File: src/rtl/sw_pkg.sv
// Shared stopwatch definitions: mode encodings seen on the FSM's 2-bit
// state output, time-field limits and widths, and a small mode helper.
package sw_pkg;

    // Mode encodings driven by the stopwatch FSM and decoded by the counter.
    typedef enum logic [1:0] {
        ST_STOP  = 2'b00,
        ST_RUN   = 2'b01,
        ST_LAP   = 2'b10,
        ST_PAUSE = 2'b11
    } sw_state_e;

    // Highest legal value of each time field before it rolls to zero.
    localparam int CS_MAX = 99;
    localparam int SM_MAX = 59;

    // Field widths: centiseconds need 7 bits, seconds/minutes need 6.
    localparam int CS_W = 7;
    localparam int SM_W = 6;

    // True for the modes in which the live count advances.
    function automatic logic is_counting(input sw_state_e st);
        return (st == ST_RUN) || (st == ST_LAP);
    endfunction

endpackage : sw_pkg

File: src/rtl/sw_prescaler.sv
// Divides the system clock down to one tick every CLK_DIV cycles.
// clr forces the phase back to zero and wins over en; while en is low
// the partial phase is kept so a resumed run continues where it stopped.
module sw_prescaler #(
    parameter int CLK_DIV = 500000,
    parameter int DIV_W   = 19
) (
    input  logic clk,
    input  logic rst_n,
    input  logic en,
    input  logic clr,
    output logic tick
);

    localparam logic [DIV_W-1:0] PRE_LAST = DIV_W'(CLK_DIV - 1);
    localparam logic [DIV_W-1:0] PRE_ONE  = DIV_W'(1);

    logic [DIV_W-1:0] pre;

    // Tick is valid for the cycle in which the phase sits on its last value
    // and the counter is enabled, so the edge that wraps pre also counts.
    assign tick = en && !clr && (pre == PRE_LAST);

    // Phase register: clear has priority, otherwise advance and wrap when enabled.
    always_ff @(posedge clk or negedge rst_n) begin
        if (!rst_n) begin
            pre <= '0;
        end else if (clr) begin
            pre <= '0;
        end else if (en) begin
            if (pre == PRE_LAST) begin
                pre <= '0;
            end else begin
                pre <= pre + PRE_ONE;
            end
        end
    end

endmodule : sw_prescaler

File: src/rtl/sw_time_counter.sv
// Stopwatch time base and counting stage. Keeps a live mm:ss.cc count
// that clears, runs or holds according to the FSM mode, plus a display
// copy that freezes while in LAP.
//
// The mode input is a plain level: it is sampled on every rising edge and
// takes effect on that same edge; there is no valid/ready exchange.
module sw_time_counter
    import sw_pkg::*;
#(
    parameter int CLK_DIV = 500000,
    parameter int DIV_W   = 19
) (
    input  logic            clk,
    input  logic            rst_n,
    input  logic [1:0]      state,
    output logic [CS_W-1:0] disp_cs,
    output logic [SM_W-1:0] disp_s,
    output logic [SM_W-1:0] disp_m,
    output logic            running,
    output logic            wrap
);

    localparam logic [CS_W-1:0] CS_LAST = CS_W'(CS_MAX);
    localparam logic [SM_W-1:0] SM_LAST = SM_W'(SM_MAX);
    localparam logic [CS_W-1:0] CS_ONE  = CS_W'(1);
    localparam logic [SM_W-1:0] SM_ONE  = SM_W'(1);

    sw_state_e st;
    logic      counting;
    logic      clear;
    logic      tick;

    // Live count and its value after the current edge.
    logic [CS_W-1:0] cs,     cs_nxt;
    logic [SM_W-1:0] s,      s_nxt;
    logic [SM_W-1:0] m,      m_nxt;
    logic            roll_nxt;

    assign st       = sw_state_e'(state);
    assign counting = is_counting(st);
    assign clear    = (st == ST_STOP);

    sw_prescaler #(
        .CLK_DIV (CLK_DIV),
        .DIV_W   (DIV_W)
    ) u_prescaler (
        .clk   (clk),
        .rst_n (rst_n),
        .en    (counting),
        .clr   (clear),
        .tick  (tick)
    );

    // Next live value: STOP clears, a tick increments with the full
    // cs -> s -> m carry chain resolved in one edge, anything else holds.
    always_comb begin
        cs_nxt   = cs;
        s_nxt    = s;
        m_nxt    = m;
        roll_nxt = 1'b0;
        if (clear) begin
            cs_nxt = '0;
            s_nxt  = '0;
            m_nxt  = '0;
        end else if (tick) begin
            if (cs == CS_LAST) begin
                cs_nxt = '0;
                if (s == SM_LAST) begin
                    s_nxt = '0;
                    if (m == SM_LAST) begin
                        m_nxt    = '0;
                        roll_nxt = 1'b1;
                    end else begin
                        m_nxt = m + SM_ONE;
                    end
                end else begin
                    s_nxt = s + SM_ONE;
                end
            end else begin
                cs_nxt = cs + CS_ONE;
            end
        end
    end

    // Live count registers.
    always_ff @(posedge clk or negedge rst_n) begin
        if (!rst_n) begin
            cs <= '0;
            s  <= '0;
            m  <= '0;
        end else begin
            cs <= cs_nxt;
            s  <= s_nxt;
            m  <= m_nxt;
        end
    end

    // Display copy: follows the post-edge live value except while in LAP,
    // where it keeps the value captured on the last non-LAP edge.
    always_ff @(posedge clk or negedge rst_n) begin
        if (!rst_n) begin
            disp_cs <= '0;
            disp_s  <= '0;
            disp_m  <= '0;
        end else if (st != ST_LAP) begin
            disp_cs <= cs_nxt;
            disp_s  <= s_nxt;
            disp_m  <= m_nxt;
        end
    end

    // Status flags: running mirrors the mode one cycle late; wrap is a
    // single-cycle pulse after the 59:59.99 -> 00:00.00 rollover edge.
    always_ff @(posedge clk or negedge rst_n) begin
        if (!rst_n) begin
            running <= 1'b0;
            wrap    <= 1'b0;
        end else begin
            running <= counting;
            wrap    <= roll_nxt;
        end
    end

endmodule : sw_time_counter

File: config.mk
export PLATFORM = sky130hd
export DESIGN_NAME = sw_time_counter
export DESIGN_NICKNAME = d
export VERILOG_FILES = /design/src/rtl/sw_pkg.sv /design/src/rtl/sw_prescaler.sv /design/src/rtl/sw_time_counter.sv
export SDC_FILE = /design/constraint.sdc
export NUM_CORES = 1
export LEC_CHECK = 0
export CAP_MARGIN = 25
export CORE_ASPECT_RATIO = 0.75
export CORE_MARGIN = 5
export CORE_UTILIZATION = 40
export DETAILED_ROUTE_END_ITERATION = 16
export PLACE_DENSITY = 0.68
export REMOVE_ABC_BUFFERS = 1
export SLEW_MARGIN = 20
export SYNTH_ARGS = -nofsm -noshare
export SYNTH_HDL_FRONTEND = slang
export SYNTH_SLANG_ARGS = --single-unit
export TNS_END_PERCENT = 30
File: constraint.sdc
create_clock -name clk -period 2.72 [get_ports clk]
set_clock_uncertainty 0.1 [all_clocks]
set_input_delay 0.272 -clock clk [delete_from_list [all_inputs] [get_ports clk]]
set_output_delay 0.272 -clock clk [all_outputs]
set_load 0.02 [all_outputs]
### Word level (Yosys, flattened, before mapping)

Cells that the tools add are included.

| word-level totals | value |
|---|---|
| output and inout bits | 21 |
| register bits | 59 |
| logic and storage cells | 46 |

| operators by class | value |
|---|---|
| muxes and demuxes | 20 |
| reductions and logical operators | 6 |
| $add $sub $neg | 4 |
| equal/unequal tests | 7 |

Operator list:

| cell | number |
|---|---|
| 2-to-1 mux 19 bit | 3 |
| 2-to-1 mux 6 bit | 9 |
| 2-to-1 mux 7 bit | 3 |
| adder 19 x 1 -> 19 bit, second input constant | 1 |
| equality test 19 bit, second input constant | 1 |
| adder 6 x 1 -> 6 bit, second input constant | 2 |
| equality test 6 bit, second input constant | 2 |
| adder 7 x 1 -> 7 bit, second input constant | 1 |
| equality test 7 bit, second input constant | 1 |
| 2-to-1 mux 1 bit | 5 |
| equality test 2 x 1 -> 1 bit, second input constant | 1 |
| equality test 2 bit, second input constant | 1 |
| logical AND 1 bit | 2 |
| zero test 2 bit | 1 |
| inequality test 2 bit, second input constant | 1 |
| nonzero test 2 bit | 1 |
| zero test 1 bit | 1 |
| logical OR 1 bit | 1 |

### Longest topological paths before layout

| depth | value |
|---|---|
| word-level depth | 6 |
| depth in mapped cells | 7 |

### Cells and area by module

From an unflattened synthesis, not the netlist that was laid out.

| unflattened totals | value |
|---|---|
| cell total of the unflattened synthesis | 293 |
| area total of the unflattened synthesis | 2939.1 um^2 |

By module, submodules not included:

| module | sequential area each (um^2) | area each (um^2) | times used | cells an instance |
|---|---|---|---|---|
| sw_time_counter | 1001.0 | 1828.0 | 1 | 173 |
| sw_prescaler | 475.5 | 1111.1 | 1 | 120 |

### Worst setup path before layout

Ideal clock, no wire load.

| timing path | value |
|---|---|
| path kind | register -> register |
| start point | reg u_prescaler.pre[12] |
| end point | reg disp_m[2] |
| arrival | 2085 ps |
| cell stages (with the launch flop) | 7 |
| path slack | 414 ps |
| period minus slack after synthesis | 2306 ps |
| cell sequence | dfrtp_1 buf_6 or4_4 or3_4 o41ai_1 o41ai_1 a22o_1 |

| on the way | value |
|---|---|
| longest elaborated chain between the ends | 4 |

Ends and longest elaborated chain:

| what | RTL line | text |
|---|---|---|
| start, declared | sw_prescaler.sv:18 | `logic [DIV_W-1:0] pre;` |
| start signal, assigned | sw_prescaler.sv:34 | `pre <= pre + PRE_ONE;` |
| equality test 19 bit | sw_prescaler.sv:22 | `assign tick = en && !clr && (pre == PRE_LAST);` |
| logical AND 1 bit | sw_prescaler.sv:22 |  |
| 2-to-1 mux 6 bit | sw_time_counter.sv:65 | `end else if (tick) begin` |
| 2-to-1 mux 6 bit | sw_time_counter.sv:61 | `if (clear) begin` |
| end signal, assigned | sw_time_counter.sv:108 | `disp_m <= m_nxt;` |
| end, declared | sw_time_counter.sv:18 | `output logic [SM_W-1:0] disp_m,` |

Every way passes these cells.
A chain may end at the register's enable or synchronous reset.

### Final worst setup path

| timing path | value |
|---|---|
| start point | reg u_prescaler.pre[0] |
| end point | reg s[5] |

| on the way | value |
|---|---|
| longest elaborated chain between the ends | 4 |

Ends and longest elaborated chain:

| what | RTL line | text |
|---|---|---|
| equality test 19 bit | sw_prescaler.sv:22 |  |
| logical AND 1 bit | sw_prescaler.sv:22 |  |
| 2-to-1 mux 6 bit | sw_time_counter.sv:65 |  |
| 2-to-1 mux 6 bit | sw_time_counter.sv:61 |  |
| via s_nxt[5] | sw_time_counter.sv:35 | `logic [SM_W-1:0] s, s_nxt;` |
| end signal, assigned | sw_time_counter.sv:93 | `s <= s_nxt;` |
| end, declared | sw_time_counter.sv:35 |  |

The timed path passes the listed nets, and every way through them passes these cells.

==> impl_metrics.prom <==
# TYPE chip_impl_metric gauge
chip_impl_info{name="status",value="finished, final reports clean"} 1
chip_impl_info{name="primary_ff_master_synth",value="sky130_fd_sc_hd__dfrtp_1"} 1
chip_impl_metric{name="required",unit="ps"} 2870
chip_impl_metric{name="total_switching_power",unit="mW"} 0.446
chip_impl_metric{name="drt_iter0_markers",unit=""} 142
chip_impl_metric{name="relSlewSlack",unit=""} 0.545
chip_impl_info{name="cts_root_buf",value="sky130_fd_sc_hd__clkbuf_8"} 1
chip_impl_metric{name="fp.dieW",unit="um"} 111
chip_impl_metric{name="pwr-share-clk",unit=""} 0.427
chip_impl_metric{name="period_needed",unit="ps"} 2400
chip_impl_metric{name="clock.fmax",unit="MHz"} 416
chip_impl_metric{name="maxSlewViolCount",unit=""} 0
chip_impl_metric{name="power",unit="mW"} 1.87
chip_impl_info{name="critical-path-slowest-cell",value="sky130_fd_sc_hd__dfrtp_1"} 1
chip_impl_metric{name="drive_above_1_share",unit=""} 0.112
chip_impl_info{name="worst_hold_startpoint",value="disp_cs[0]"} 1
chip_impl_metric{name="cts-resized-gates",unit=""} 0
chip_impl_metric{name="cts_buffer_depth",unit=""} 2
chip_impl_metric{name="synthesis.instances",unit=""} 320
chip_impl_metric{name="syn_avg_cell_area",unit="um2"} 9.52
chip_impl_metric{name="tritoncts_num_sinks",unit=""} 59
chip_impl_metric{name="finalNetCount",unit=""} 373
chip_impl_metric{name="grt_max_degree",unit=""} 33
chip_impl_metric{name="ff2ff_setup_slack",unit="ps"} 320
chip_impl_metric{name="static-leakage-power",unit="nW"} 1.58
chip_impl_info{name="path_delay_family",value="simple AND/OR/NAND/NOR gates"} 1
chip_impl_metric{name="cts_inserted_buffers",unit=""} 9
chip_impl_info{name="worstSetupEndpointType",value="flip-flop"} 1
chip_impl_info{name="cp_common_cell",value="sky130_fd_sc_hd__buf_4"} 1
chip_impl_metric{name="hold_violation_total_from_the_final_report",unit=""} 0
chip_impl_metric{name="route.antenna.remaining_nets",unit=""} 0
chip_impl_info{name="worstSetupPathType",value="reg2reg"} 1
chip_impl_metric{name="grt_overflow_total",unit=""} 0
chip_impl_metric{name="power.combinational.fraction",unit=""} 0.076
chip_impl_info{name="cts_tree",value="yes"} 1
chip_impl_metric{name="worstSetupPathDepth",unit=""} 8
chip_impl_metric{name="io_buffers",unit=""} 24
chip_impl_metric{name="drv.max_cap_violation_count",unit=""} 0
chip_impl_info{name="regToRegStartpoint",value="u_prescaler.pre[0]"} 1
chip_impl_metric{name="drt_pre_antenna_iters",unit=""} 4
chip_impl_metric{name="ys.warnings.count",unit=""} 0
chip_impl_metric{name="timing.reg2reg.worst_path_depth",unit=""} 8
chip_impl_metric{name="grt_util_all_layers",unit=""} 0.161
chip_impl_metric{name="synth_cell_types",unit=""} 46
chip_impl_metric{name="dp_hpwl",unit="um"} 4990
chip_impl_metric{name="layout-area-overhead-vs-synth",unit="%"} 21.6
chip_impl_metric{name="synth_enable_flop_cells",unit=""} 0
chip_impl_info{name="start_kind",value="flip-flop"} 1
chip_impl_metric{name="hold-path-cell-count",unit=""} 2
chip_impl_metric{name="regArea",unit="um2"} 1480
chip_impl_info{name="worst_r2r_endpoint",value="s[5]"} 1
chip_impl_metric{name="crit_arrival",unit="ps"} 2550
chip_impl_info{name="synth_largest_area_cell",value="sky130_fd_sc_hd__dfrtp_1"} 1
chip_impl_metric{name="wire_length_of_the_first_global_routing_pass",unit="um"} 12400
chip_impl_info{name="post_synth_most_frequent_cells",value="59 x sky130_fd_sc_hd__dfrtp_1, 37 x sky130_fd_sc_hd__nand2_1, 34 x sky130_fd_sc_hd__nor2_1"} 1
chip_impl_metric{name="floorplan.rows",unit=""} 27
chip_impl_metric{name="internal_power",unit="mW"} 1.43
chip_impl_metric{name="die_area",unit="um2"} 9480
chip_impl_metric{name="first_global_vias",unit=""} 2462
chip_impl_metric{name="fillerInstances",unit=""} 702
chip_impl_metric{name="worstPathBufferInverterCount",unit=""} 2
chip_impl_metric{name="wl",unit="um"} 7040
chip_impl_info{name="ys_top_cells_by_area",value="sky130_fd_sc_hd__dfrtp_1 48%, sky130_fd_sc_hd__nand2_1 4.6%, sky130_fd_sc_hd__nor2_1 4.2%, sky130_fd_sc_hd__o21ai_0 3.8%, sky130_fd_sc_hd__ha_1 2.9%"} 1
chip_impl_metric{name="crit_fanout",unit=""} 9
chip_impl_info{name="hold_path_sink",value="disp_cs[0]"} 1
chip_impl_metric{name="cts-htree-levels",unit=""} 3
chip_impl_metric{name="placeableCoreArea",unit="um2"} 7360
chip_impl_metric{name="multi_input_comb_area",unit="um2"} 1470
chip_impl_metric{name="pwr_density_cell",unit="nW/um2"} 505
chip_impl_metric{name="final_cycle_share",unit=""} 0.883
chip_impl_metric{name="clk-insertion-delay-late",unit="ps"} 340
chip_impl_metric{name="ys_seq_area_frac",unit=""} 0.485
chip_impl_metric{name="effective_utilization_at_floorplan",unit=""} 0.414
chip_impl_metric{name="clock_transition_at_path_regs",unit="ps"} 70
chip_impl_metric{name="synth.ff_latch_count",unit=""} 59
chip_impl_info{name="min-delay-path-class",value="reg2reg"} 1
chip_impl_metric{name="sequential_group_share_of_total_power",unit=""} 0.498
chip_impl_metric{name="grt_antenna_before_repair",unit=""} 0
chip_impl_metric{name="ir_worst_vdd",unit="mV"} 0.230
chip_impl_info{name="worstPathCellList",value="ha_1, and3_1, nor4b_4, buf_4, nand3_2, buf_4, or3_1, a21oi_1"} 1
chip_impl_metric{name="synth_top_area_frac",unit=""} 0.485
chip_impl_metric{name="setup-violations-final",unit=""} 0
chip_impl_metric{name="critical_path.max_stage_delay",unit="ps"} 390
chip_impl_info{name="setup_repair_after_global_routing_missed_its_margin",value="false"} 1
chip_impl_metric{name="die_h",unit="um"} 85.6
chip_impl_metric{name="globalplace.congestion",unit=""} 0.809
chip_impl_metric{name="post_drt_via_cell_ratio",unit=""} 5.31
chip_impl_metric{name="n_antenna_cell",unit=""} 0
chip_impl_metric{name="syn-cell-area",unit="um2"} 3050
chip_impl_metric{name="drcViolationCount",unit=""} 0
chip_impl_metric{name="final.setup.tns",unit="ps"} 0
chip_impl_metric{name="wl_per_cell",unit="um"} 15.1
chip_impl_metric{name="io-pin-count",unit=""} 25
chip_impl_info{name="synth.most_common_cell",value="sky130_fd_sc_hd__dfrtp_1"} 1
chip_impl_metric{name="detailroute.via_count",unit=""} 2478
chip_impl_metric{name="worst_margin_slew",unit="ps"} 683
chip_impl_metric{name="p_sw_frac",unit=""} 0.238
chip_impl_metric{name="async_set_or_reset_register_ratio_after_synthesis",unit=""} 1.00
## registers in the layout (all words and copies together), names as in the netlist
signal	count
disp_cs	7
running	1
u_prescaler.pre	19
s	6
m	6
disp_m	6
wrap	1
disp_s	6
cs	7
## cells in the final DEF (no fill, tap or decap), types with 3 or more instances in the layout
cell type,count
sky130_fd_sc_hd__and2_1,3
sky130_fd_sc_hd__nand3_1,15
sky130_fd_sc_hd__a31oi_1,6
sky130_fd_sc_hd__mux2i_1,5
sky130_fd_sc_hd__ha_1,7
sky130_fd_sc_hd__clkbuf_8,11
sky130_fd_sc_hd__nor4_1,3
sky130_fd_sc_hd__a21oi_1,12
sky130_fd_sc_hd__nand2_1,37
sky130_fd_sc_hd__a22o_1,3
sky130_fd_sc_hd__o21ai_0,23
sky130_fd_sc_hd__nor2_1,34
sky130_fd_sc_hd__buf_4,17
sky130_fd_sc_hd__nand4_1,8
sky130_fd_sc_hd__nor3_1,7
sky130_fd_sc_hd__nand2b_1,4
sky130_fd_sc_hd__inv_1,12
sky130_fd_sc_hd__or3_1,5
sky130_fd_sc_hd__xor2_1,10
sky130_fd_sc_hd__and3_1,6
sky130_fd_sc_hd__o31ai_1,9
sky130_fd_sc_hd__xnor2_1,4
sky130_fd_sc_hd__clkdlybuf4s50_1,23
sky130_fd_sc_hd__dfrtp_1,59
sky130_fd_sc_hd__nand4b_1,8
## worst reg2reg max path, cell delays in order, from the launching register on
cell and delay, ps:
sky130_fd_sc_hd__dfrtp_1 390, sky130_fd_sc_hd__ha_1 220, sky130_fd_sc_hd__and3_1 250, sky130_fd_sc_hd__nor4b_4 230, sky130_fd_sc_hd__buf_4 190, sky130_fd_sc_hd__nand3_2 190
sky130_fd_sc_hd__buf_4 210, sky130_fd_sc_hd__or3_1 350, sky130_fd_sc_hd__a21oi_1 190
## metal layers
metal  vias up  wire length, um  track usage  share of wire
li1       1236                -            -              -
met1      1170             3640        0.233           0.52
met2        62             2950        0.229           0.42
met3        10              320       0.0451          0.045
met4         0              123       0.0604          0.017
met5         -                0            0              0
## cell families (layout without fill, tap and decap cells)
| logic type | Yosys count | count (layout) | synth area share |
|---|---|---|---|
| mux | 5 | 5 | 0.0164 |
| fa+ha+maj | 7 | 7 | 0.0287 |
| xor+xnor | 14 | 14 | 0.0402 |
| buf+inv | 24 | 70 | 0.0324 |
| compound gates | 63 | 63 | 0.131 |
| flops | 59 | 59 | 0.485 |
| simple gates | 148 | 148 | 0.267 |
## power groups by stage
stage	combinational, mW	clock (mW)	sequential (mW)
final	0.142	0.799	0.932
after global routing	0.163	0.856	0.935
after CTS	0.144	0.818	0.931
after detailed placement	0.143	0	0.946
after global placement	0.139	0	0.947
after floorplan	0.0747	0	0.947
## worst max path at each step
stage,startpoint,to,slack (ps)
4_1_cts,u_prescaler.pre[0],s[5],350
6_report,u_prescaler.pre[0],s[5],320
2_1_floorplan,u_prescaler.pre[12],disp_m[3],320
5_1_grt,u_prescaler.pre[0],s[5],170
3_3_place_gp,state[1],disp_m[2],150
3_5_place_dp,state[1],disp_m[2],90
## stage by stage
step / utilization / instance area [um2] / worst slack, ps / instances / hold slack [ps]
after floorplan: - / 2990 / 324 / 308 / -124
after global placement: 0.475 / 3490 / 146 / 450 / 240
after detailed placement: 0.476 / 3500 / 85.5 / 451 / 253
after CTS: 0.503 / 3710 / 351 / 467 / 386
after global routing: 0.503 / 3710 / 167 / 467 / 409
final: 0.503 / 3710 / 318 / 467 / 381
## timing repair
action	CTS	global route
setup buffers	0	0
hold endpoints to repair	27	0
hold buffers	1	0
## layout make-up
| cell class | instances | area share |
|---|---|---|
| clock inverter | 2 | 0.00945 |
| tap | 101 | 0.0341 |
| multi-input combinational | 237 | 0.397 |
| inverter | 12 | 0.0122 |
| sequential | 59 | 0.398 |
| clock buffer | 13 | 0.0429 |
| timing repair buffer | 43 | 0.106 |
(Power assumes the default switching activity.)
